--- src/rtl/bist_pkg.sv ---
// Shared types and step functions for the netlist BIST controller.
// Combinational helpers only; no state and no flow control.
// Both LFSR and MISR are right-shift Galois forms over a 32-bit working width.
package bist_pkg;

    typedef enum logic [1:0] {IDLE, RUN, DRAIN, DONE} bist_state_e;

    function automatic logic [31:0] lfsr_next(input logic [31:0] state,
                                              input logic [31:0] poly);
        return (state >> 1) ^ (state[0] ? poly : 32'h0);
    endfunction

    // A MISR step is an LFSR step with the response folded in.
    function automatic logic [31:0] misr_next(input logic [31:0] sig,
                                              input logic [31:0] rsp,
                                              input logic [31:0] poly);
        return lfsr_next(sig, poly) ^ rsp;
    endfunction

endpackage

--- src/rtl/bist_lfsr.sv ---
// Generic Galois LFSR/MISR register with synchronous load of SEED and step enable.
// val updates one cycle after load/en; val_nxt is the combinational next value.
// No backpressure: holds its value whenever neither load nor en is asserted.
module bist_lfsr
    import bist_pkg::*;
#(
    parameter int          W       = 10,
    parameter logic [W-1:0] POLY    = '0,
    parameter logic [W-1:0] SEED    = '0,
    parameter logic [W-1:0] RST_VAL = '0
) (
    input  logic         clk,
    input  logic         rst,
    input  logic         load,
    input  logic         en,
    input  logic [W-1:0] din,
    output logic [W-1:0] val,
    output logic [W-1:0] val_nxt
);

    logic [W-1:0] val_q;
    logic [W-1:0] val_d;

    always_comb begin
        val_d = val_q;
        if (load) begin
            val_d = SEED;
        end else if (en) begin
            val_d = W'(misr_next(32'(val_q), 32'(din), 32'(POLY)));
        end
    end

    always_ff @(posedge clk) begin
        if (rst) begin
            val_q <= RST_VAL;
        end else begin
            val_q <= val_d;
        end
    end

    assign val     = val_q;
    assign val_nxt = val_d;

endmodule

--- src/rtl/netlist_bist_ctrl.sv ---
// BIST harness: LFSR patterns into a combinational netlist, MISR-compacted responses.
// Run takes NUM_PAT+RSP_LAT cycles from the start edge to done.
// start is ignored while busy; no other flow control.
module netlist_bist_ctrl
    import bist_pkg::*;
#(
    parameter int               PAT_W      = 10,
    parameter int               RSP_W      = 14,
    parameter int               NUM_PAT    = 1023,
    parameter int               RSP_LAT    = 1,
    parameter logic [PAT_W-1:0] LFSR_POLY  = 10'h240,
    parameter logic [PAT_W-1:0] LFSR_SEED  = 10'h001,
    parameter logic [RSP_W-1:0] MISR_POLY  = 14'h2C00,
    parameter logic [RSP_W-1:0] MISR_SEED  = 14'h0000,
    parameter logic [RSP_W-1:0] GOLDEN_SIG = 14'h0000
) (
    input  logic             clk,
    input  logic             rst,
    input  logic             start,
    output logic [PAT_W-1:0] pat_out,
    input  logic [RSP_W-1:0] rsp_in,
    output logic             busy,
    output logic             done,
    output logic             pass,
    output logic [RSP_W-1:0] signature
);

    localparam logic [PAT_W-1:0] SEED_EFF = (LFSR_SEED == '0) ? PAT_W'(1) : LFSR_SEED;
    localparam logic [PAT_W-1:0] LAST_CNT = PAT_W'(NUM_PAT);
    localparam logic [PAT_W-1:0] CNT_ONE  = PAT_W'(1);

    bist_state_e      state_q, state_d;
    logic [PAT_W-1:0] cnt_q, cnt_d;
    logic             busy_q, busy_d;
    logic             done_q, done_d;
    logic             pass_q, pass_d;
    logic             run_load, pat_en;
    logic             presenting, vld_out, drain_empty;
    logic [RSP_W-1:0] sig_nxt;

    assign presenting = (state_q == RUN);

    // vld_out marks the cycle whose rsp_in belongs to a presented pattern.
    if (RSP_LAT == 0) begin : g_no_pipe
        assign vld_out     = presenting;
        assign drain_empty = 1'b1;
    end else begin : g_pipe
        logic [RSP_LAT-1:0] pipe_q, pipe_d;

        always_comb pipe_d = (pipe_q << 1) | RSP_LAT'(presenting);

        always_ff @(posedge clk) begin
            if (rst) begin
                pipe_q <= '0;
            end else begin
                pipe_q <= pipe_d;
            end
        end

        assign vld_out     = pipe_q[RSP_LAT-1];
        assign drain_empty = (pipe_d == '0);
    end

    always_comb begin
        state_d  = state_q;
        cnt_d    = cnt_q;
        busy_d   = busy_q;
        done_d   = done_q;
        pass_d   = pass_q;
        run_load = 1'b0;
        pat_en   = 1'b0;
        case (state_q)
            IDLE, DONE: begin
                if (start) begin
                    state_d  = RUN;
                    cnt_d    = CNT_ONE;
                    busy_d   = 1'b1;
                    done_d   = 1'b0;
                    pass_d   = 1'b0;
                    run_load = 1'b1;
                end
            end
            RUN: begin
                if (cnt_q == LAST_CNT) begin
                    if (RSP_LAT == 0) begin
                        state_d = DONE;
                        busy_d  = 1'b0;
                        done_d  = 1'b1;
                        pass_d  = (sig_nxt == GOLDEN_SIG);
                    end else begin
                        state_d = DRAIN;
                    end
                end else begin
                    pat_en = 1'b1;
                    cnt_d  = cnt_q + CNT_ONE;
                end
            end
            DRAIN: begin
                // Leave on the edge that consumes the last valid response.
                if (drain_empty) begin
                    state_d = DONE;
                    busy_d  = 1'b0;
                    done_d  = 1'b1;
                    pass_d  = (sig_nxt == GOLDEN_SIG);
                end
            end
            default: state_d = IDLE;
        endcase
    end

    always_ff @(posedge clk) begin
        if (rst) begin
            state_q <= IDLE;
            cnt_q   <= '0;
            busy_q  <= 1'b0;
            done_q  <= 1'b0;
            pass_q  <= 1'b0;
        end else begin
            state_q <= state_d;
            cnt_q   <= cnt_d;
            busy_q  <= busy_d;
            done_q  <= done_d;
            pass_q  <= pass_d;
        end
    end

    logic [PAT_W-1:0] pat_nxt_unused;

    bist_lfsr #(
        .W       (PAT_W),
        .POLY    (LFSR_POLY),
        .SEED    (SEED_EFF),
        .RST_VAL ('0)
    ) u_pat_gen (
        .clk     (clk),
        .rst     (rst),
        .load    (run_load),
        .en      (pat_en),
        .din     ('0),
        .val     (pat_out),
        .val_nxt (pat_nxt_unused)
    );

    bist_lfsr #(
        .W       (RSP_W),
        .POLY    (MISR_POLY),
        .SEED    (MISR_SEED),
        .RST_VAL (MISR_SEED)
    ) u_misr (
        .clk     (clk),
        .rst     (rst),
        .load    (run_load),
        .en      (vld_out),
        .din     (rsp_in),
        .val     (signature),
        .val_nxt (sig_nxt)
    );

    assign busy = busy_q;
    assign done = done_q;
    assign pass = pass_q;

endmodule

--- config.mk ---
export PLATFORM = sky130hd
export DESIGN_NAME = netlist_bist_ctrl
export DESIGN_NICKNAME = d
export VERILOG_FILES = /design/src/rtl/bist_pkg.sv /design/src/rtl/bist_lfsr.sv /design/src/rtl/netlist_bist_ctrl.sv
export SDC_FILE = /design/constraint.sdc
export NUM_CORES = 1
export LEC_CHECK = 0
export ABC_AREA = 1
export CAP_MARGIN = 25
export CORE_ASPECT_RATIO = 0.9
export CORE_UTILIZATION = 35
export DETAILED_ROUTE_END_ITERATION = 6
export PLACE_DENSITY_LB_ADDON = 0.15
export SKIP_CTS_REPAIR_TIMING = 1
export SLEW_MARGIN = 15
export SYNTH_ARGS = -nofsm -noshare
export SYNTH_HDL_FRONTEND = slang
export SYNTH_SLANG_ARGS = --single-unit
--- constraint.sdc ---
create_clock -name clk -period 4.15 [get_ports clk]
set_input_delay 1.245 -clock clk [delete_from_list [all_inputs] [get_ports clk]]
set_output_delay 1.245 -clock clk [all_outputs]
set_load 0.01 [all_outputs]
**After elaboration in Yosys (flattened, before gate mapping)**

Index checks and enable logic that the tools add are counted.

- Flip-flop bits (word level): 40
- Input bits: 17
- Output and inout port bits: 27
- Word-level logic and storage cells: 55

- $add $sub $neg: 1
- Equal/unequal tests: 8
- Multiplexer cells: 24
- Bitwise logic cells: 3
- Reduce and logical (&&, ||, !) cells: 10

Operators by type and width:

| operator | count |
|---|---|
| $mux W14 | 3 |
| $mux W10 | 3 |
| $pmux W10 S2 | 1 |
| $logic_not A14 Y1 | 1 |
| $xor A13 B14 Y14 | 1 |
| $xor A14 B14 Y14 | 1 |
| $mux W1 | 11 |
| $add A10 B1 Y10 const B | 1 |
| $eq A10 B10 Y1 const B | 1 |
| $xor A9 B10 Y10 | 1 |
| $ne A2 B2 Y1 const B | 3 |
| $pmux W1 S2 | 3 |
| $pmux W2 S3 | 1 |
| $reduce_and A3 Y1 | 2 |
| $reduce_bool A2 Y1 | 3 |
| $eq A2 B2 Y1 const B | 2 |
| $mux W2 | 2 |
| $reduce_or A2 Y1 | 2 |
| $eq A2 B1 Y1 const B | 1 |
| $logic_not A2 Y1 | 1 |
| $ne A2 B1 Y1 const B | 1 |
| $reduce_and A2 Y1 | 1 |

**Depth between registers and ports, before layout**

Gate-level depths: netlist of the first run.

- Depth after elaboration: 8
- Mapped depth: 13
- Depth with buffers taken out: 12

**Hierarchy**

From an unflattened synthesis of the first run, not the netlist that was laid out.

- Cells, all modules: 351
- Area total of the unflattened synthesis: 2,342.2 um^2

By module, submodules not included:

| module | times used | cells an instance | area an instance (um^2) | sequential area each (um^2) |
|---|---|---|---|---|
| netlist_bist_ctrl | 1 | 153 | 975.9 | 320.3 |
| bist_lfsr (u_misr) | 1 | 117 | 814.5 | 280.3 |
| bist_lfsr (u_pat_gen) | 1 | 81 | 551.8 | 200.2 |

**Worst setup path after synthesis of the first run**

OpenSTA, ideal clock, no wires.

- Kind: input port to flip-flop
- Start: input port start
- End: register pass_q (netlist: pass)
- Setup time: 0.071 ns
- Arrival: 1.999 ns
- Required time: 4.079 ns
- Setup slack: 2.081 ns
- Stages on the path: 11
- Path buffers: 1
- Path through: nand2_1 > inv_2 > buf_6 > nor2_1 > nand2_1 > nand2_1 > nor2_1 > nand2_1 > nor2_1 > nand2_1 > a21oi_1

- Longest elaborated chain between the ends: 6
- Elaborated cells on any way between the ends: 8
- Those cells by class: eq/ne: 1; mux: 5; reduce/logical: 2

Ends and longest elaborated chain:

| element | RTL line | source |
|---|---|---|
| start, declared | netlist_bist_ctrl.sv:19 | `input logic start,` |
| $mux W1 | netlist_bist_ctrl.sv:74 | `if (start) begin` |
| $mux W1 | netlist_bist_ctrl.sv:72 | `case (state_q)` |
| $mux W14 | bist_lfsr.sv:26 | `if (load) begin` |
| $logic_not A14 Y1 | netlist_bist_ctrl.sv:104 | `pass_d = (sig_nxt == GOLDEN_SIG);` |
| $mux W1 | netlist_bist_ctrl.sv:100 | `if (drain_empty) begin` |
| $pmux W1 S2 | netlist_bist_ctrl.sv:72 |  |
| end signal, assigned | netlist_bist_ctrl.sv:123 | `pass_q <= pass_d;` |
| end, declared | netlist_bist_ctrl.sv:36 | `logic pass_q, pass_d;` |

Several ways; a longest one is shown, not always the timed one. The select of a mux whose other input is x is not followed.
A chain may end at the register's enable or synchronous reset.

**Final worst setup path of the first run**

- Start: register u_misr.val_q[0] (netlist: u_misr.val[0])
- End: output port signature[0]

RTL lines:

| element | RTL line | source |
|---|---|---|
| start, declared | bist_lfsr.sv:21 | `logic [W-1:0] val_q;` |
| start signal, assigned | bist_lfsr.sv:37 | `val_q <= val_d;` |
| end, declared | netlist_bist_ctrl.sv:25 | `output logic [RSP_W-1:0] signature` |

No word-level cell between the ends.

==> impl_metrics.toml, run 1 <==
[synth]
ys.flop_type = "dfxtp_1"
synth_area_leaders = "dfxtp_1 38%, nand2_1 12%, nor2_1 11%"
synth_edf_count = 0
ys_warn_count = 0
ys_ff_latch = 40
syn_nets = 328
synth_top_cell_by_area = "dfxtp_1"
ys_seq_area_share_pct = 38.30
synth_cells = 307
avgSynthCellArea_um2 = 6.810
synth_top_area_share_pct = 38.30
syn_area_um2 = 2091
synth_cell_types = 29
synthArstFlopShare_pct = 0

[clocking]
numCtsBuffers = 5
cts_root_buf = "clkbuf_8"
cts.clk_slew.worst_paths_ns = 0.08
cts_tree = "built"
cts_sinks = 40
insertion_delay_ns = 0.29
h-tree-depth = 2
clockBufferDepth = 2

[power_and_ir_drop]
p_switching_uw = 645.4
power_density_nw_per_um2 = 577.8
power.internal_uw = 879.3
ir_drop_v = 0.0003255
swShare_pct = 42.33
pwr-share-clk_pct = 16.3
power_frac_seq_pct = 36.6
power_frac_comb_pct = 47.1
p_leak_nw = 1.070

[route]
drc = 0
drt_iter0_markers = 71
ant_nets = 0
vias_per_cell = 4.574
routedWlPerCell_um = 11.04
drtPass1Iterations = 4
totalWireLength_um = 4613
num_vias = 1912

[final_layout]
antennaDiodeCount = 0
final_nets = 369
drive_gt1_share_pct = 8.333
final_common_cell = "nand2_1"
syn_to_final_growth_pct = 26.21
n_fill_cell = 594
mostFrequentLayoutCells = "66 x nand2_1, 62 x nor2_1, 43 x clkdlybuf4s50_1"
instances_no_fill = 418

[worst_setup_path]
cp.arrival_ns = 1.28
end_kind = "primary output"
r2r-end = "u_pat_gen.val[7]$_SDFFE_PP0P_"
crit_chain = "clkdlybuf4s50_1"
criticalPathCategory = "reg2out"
path_max_fanout = 5
r2r_setup_slack_ns = 2.25
cp.required_ns = 2.90
critPathTopFamily = "buffers and inverters"
startpoint_type = "flip-flop"
timing.rr.start = "state_q[0]$_SDFFE_PP0P_"
cpMaxStageDelayCell = "clkdlybuf4s50_1"
cp_slowest_stage_delay_ns = 0.57
rr_worst_depth = 7
critPathBufInv = 1

[grt]
grt_max_degree = 28
antenna_found_initial = 0
grt_pass1_wl_um = 7631
grt_pass1_vias = 1695
grt_remaining_overflow = 0
grt_use_total_pct = 15.06

[placement]
hpwlAfterDp_um = 3231
port_buffers = 43
dp_slack_ns = 1.298
dp_cells = 411
gp_congestion = 0.7605

[floorplan]
core_area_um2 = 5725
die_w_um = 83.47
placementRows = 26
dieArea_um2 = 6287
die_y_um = 75.32
start_util_pct = 36.52
ios = 44

[sta]
hold_slack_ns = 0.4947
worst_pin_slew_ns = 0.7718
grt_setup_unrepaired = "false"
setup_viol = 0
tns_ns = 0
setup_ws_ns = 1.628
slew_headroom_pct = 48.48
fin_crit_sh_pct = 60.77
finalClockSkew_ns = 0.007860
drv_slew = 0
fmax_ghz = 0.3965
min_period_ns = 2.522
hold_violations = 0

[min_path]
min_path_type = "reg2reg"
worstHoldPathCells = 2
hp-start = "state_q[1]$_SDFFE_PP0P_"
min_to = "state_q[1]$_SDFFE_PP0P_"

[flow_run]
maxCapViolCount = 0

[run_status]
status = "finished clean"
-- logic make-up (layout without fill, tap and decap cells) --
group	after synthesis	count (layout)	share of synthesized area [%]
buf+inv	47	88	9.455
fa+ha+maj	4	4	2.394
simple gates	168	168	35.61
xor+xnor	10	10	4.189
compound gates	38	38	10.05
flops	40	40	38.30
-- sequential cells by signal, indices dropped and copies added, names as in the netlist --
signal / count
g_pipe.pipe_q: 1
u_pat_gen.val: 10
done: 1
state_q: 2
pass: 1
busy: 1
cnt_q: 10
u_misr.val: 14
-- metrics by stage --
| step | power [mW] | util [%] | cell area, µm² |
|---|---|---|---|
| finish | 1.525 | 46.09 | 2639 |
| global route | 1.660 | 46.09 | 2639 |
| CTS | 1.543 | 46.09 | 2639 |
| detailed placement | 1.286 | 44.67 | 2557 |
| global placement | 1.286 | 44.67 | 2557 |
| floorplan | 1.059 | - | 2091 |
-- synth_stat cells (4+ instances only) --
| master | instances |
|---|---|
| inv_1 | 33 |
| nand3_1 | 21 |
| xor2_1 | 6 |
| nand2_1 | 66 |
| nor2_1 | 62 |
| o21ai_0 | 13 |
| a21oi_1 | 18 |
| inv_2 | 4 |
| dfxtp_1 | 40 |
| nand2_2 | 8 |
| ha_1 | 4 |
| xnor2_1 | 4 |
| buf_2 | 4 |
-- power by group through the flow --
stage | sequential (mW) | clock [mW] | combinational, mW
6_report | 0.558 | 0.248 | 0.719
5_1_grt | 0.573 | 0.277 | 0.810
4_1_cts | 0.559 | 0.259 | 0.725
3_5_place_dp | 0.566 | 0 | 0.721
3_3_place_gp | 0.567 | 0 | 0.719
2_1_floorplan | 0.570 | 0 | 0.490
-- how the worst max path moves through the flow --
stage                             startpoint                             to  slack, ns  cells after the start
floorplan                              start              pass$_SDFFE_PP0P_       2.08                     11
global route                             rst  u_pat_gen.val[7]$_SDFFE_PP0P_       1.46                      5
detailed placement                       rst  u_pat_gen.val[3]$_SDFFE_PP0P_       1.30                      5
CTS                                      rst  u_pat_gen.val[7]$_SDFFE_PP0P_       1.60                      5
finish              u_misr.val[0]$_SDFF_PP0_                   signature[0]       1.63                      1
global placement                       start          cnt_q[9]$_SDFFE_PP0P_       1.35                      8
-- metal layers --
layer	vias up	GRT usage [%]	share of wire (%)
li1	1038	-	-
met1	830	21.48	53
met2	39	22.77	42
met3	5	3.359	4.7
met4	0	5.085	0.98
met5	-	0	0
-- final cells by class --
class,count,area (µm²),share of cell area [%]
timing repair buffer,44,437.9,16.60
clock buffer,5,68.82,2.608
clock inverter,2,12.51,0.4742
multi-input combinational,220,1092,41.39
sequential,40,800.8,30.35
tap,70,87.58,3.319
inverter,37,138.9,5.263
-- worst min-delay path: stages, from the launching register on --
cell and delay [ns]:
dfxtp_1 0.33, nand2_1 0.07, a21oi_1 0.05
(Power assumes the default switching activity.)
==> run 2, diff against run 1 <==
Clock period 4.15 ns to 2.4 ns, I/O delays scaled along.
==> impl_metrics.toml, run 2 (synthesis results as in run 1) <==
[sta]
fin_crit_sh_pct = 84.26
tns_ns = 0
setup_viol = 0
min_period_ns = 2.022
worst_pin_slew_ns = 0.6745
drv_slew = 0
hold_violations = 0
slew_headroom_pct = 54.87
finalClockSkew_ns = 0.004268
grt_setup_unrepaired = "false"
fmax_ghz = 0.4945

[run_status]
status = "finished clean"

[grt]
grt_max_degree = 27
antenna_found_initial = 0
grt_use_total_pct = 16.03
grt_pass1_wl_um = 8066
grt_remaining_overflow = 0
grt_pass1_vias = 1796

[worst_setup_path]
path_max_fanout = 5
rr_worst_depth = 7
cp.required_ns = 1.68
crit_chain = "clkdlybuf4s50_1"
r2r_setup_slack_ns = 0.46
cp.arrival_ns = 1.30
critPathTopFamily = "buffers and inverters"
criticalPathCategory = "reg2out"
r2r-end = "u_pat_gen.val[4]$_SDFFE_PP0P_"
startpoint_type = "flip-flop"
cp_slowest_stage_delay_ns = 0.57
cp-startpoint = "u_misr.val[0]$_SDFF_PP0_"
end_kind = "primary output"
timing.rr.start = "state_q[0]$_SDFFE_PP0P_"
critPathBufInv = 1
cpMaxStageDelayCell = "clkdlybuf4s50_1"

[clocking]
cts_sinks = 40
insertion_delay_ns = 0.30
cts_tree = "built"
cts_root_buf = "clkbuf_8"
cts.clk_slew.worst_paths_ns = 0.08
h-tree-depth = 2
numCtsBuffers = 5
clockBufferDepth = 2

[power_and_ir_drop]
p_switching_mw = 1.135
power_mw = 2.849
power_density_nw_per_um2 = 1055
swShare_pct = 39.85
power_frac_comb_pct = 45.4
power.internal_mw = 1.713
p_leak_nw = 1.104
ir_drop_v = 0.0006068
power_frac_seq_pct = 33.3
pwr-share-clk_pct = 21.4

[route]
ant_nets = 0
drt_iter0_markers = 85
drtPass1Iterations = 4
totalWireLength_um = 4693
num_vias = 1947
routedWlPerCell_um = 11.15
vias_per_cell = 4.625
drc = 0

[min_path]
worstHoldPathCells = 2
min_path_type = "reg2reg"
min_to = "state_q[1]$_SDFFE_PP0P_"
hp-start = "state_q[1]$_SDFFE_PP0P_"

[placement]
port_buffers = 43
hpwlAfterDp_um = 3361
dp_cells = 413
gp_congestion = 0.7605

[final_layout]
final_common_cell = "nand2_1"
multiInputGateArea_um2 = 1092
largest_reg_flops = 14
drive_gt1_share_pct = 9.117
seqCellArea_um2 = 800.8
instances_no_fill = 421
antennaDiodeCount = 0
mostFrequentLayoutCells = "66 x nand2_1, 62 x nor2_1, 43 x clkdlybuf4s50_1"
syn_to_final_growth_pct = 29.08
n_fill_cell = 592
final_nets = 371

[floorplan]
die_y_um = 75.32
start_util_pct = 36.52
dieArea_um2 = 6287
placementRows = 26
core_area_um2 = 5725
die_w_um = 83.47
ios = 44

[flow_run]
maxCapViolCount = 0
[run 2: cell count changes in the layout (fill, tap and decap cells not counted)]
cell / change
clkinv_2: -1
buf_4: +2
clkinvlp_4: -1
clkbuf_8: +2
bufinv_16: +1
[run 2: stage by stage]
stage / instance area, µm² / utilization [%] / worst slack [ns] / hold WS [ns]
2_1_floorplan: 2091 / - / 0.7802 / 0.4560
3_3_place_gp: 2572 / 44.93 / 0.1285 / 0.4757
3_5_place_dp: 2572 / 44.93 / 0.06062 / 0.4829
4_1_cts: 2699 / 47.14 / 0.3783 / 0.4923
5_1_grt: 2699 / 47.14 / 0.1762 / 0.5165
6_report: 2699 / 47.14 / 0.3777 / 0.4886
[run 2: worst max path at each step]
stage | to | slack [ns] | depth (start not counted)
floorplan | cnt_q[3]$_SDFFE_PP0P_ | 0.78 | 10
global placement | u_pat_gen.val[4]$_SDFFE_PP0P_ | 0.13 | 6
detailed placement | u_pat_gen.val[1]$_SDFFE_PP0P_ | 0.06 | 6
CTS | signature[0] | 0.38 | 1
global route | u_pat_gen.val[8]$_SDFFE_PP0P_ | 0.18 | 6
finish | signature[0] | 0.38 | 1
[run 2: per-layer routing]
metal  part of all wire (%)  GRT usage (%)  routed length, µm  up-vias
met2                     42          25.77               1990       34
met4                    1.4          6.215                 68        0
met1                     52          21.61               2436      863
met5                      0              0                  0        -
li1                       -              -                  -     1043
met3                    4.2          3.359                196        7
[run 2: cell type report]
| cell class | count | share of cell area [%] |
|---|---|---|
| Clock buffer | 7 | 3.570 |
| Multi-Input combinational cell | 220 | 40.47 |
| Inverter | 37 | 5.146 |
| Clock inverter | 1 | 1.113 |
| Tap cell | 70 | 3.245 |
| Sequential cell | 40 | 29.67 |
| Timing Repair Buffer | 46 | 16.78 |
[run 2: power by group through the flow]
stage	clock network, mW	registers [mW]	logic [mW]
global route	0.649	0.970	1.46
CTS	0.625	0.951	1.30
finish	0.609	0.947	1.29
floorplan	0	0.985	0.847
detailed placement	0	0.963	1.29
global placement	0	0.965	1.28
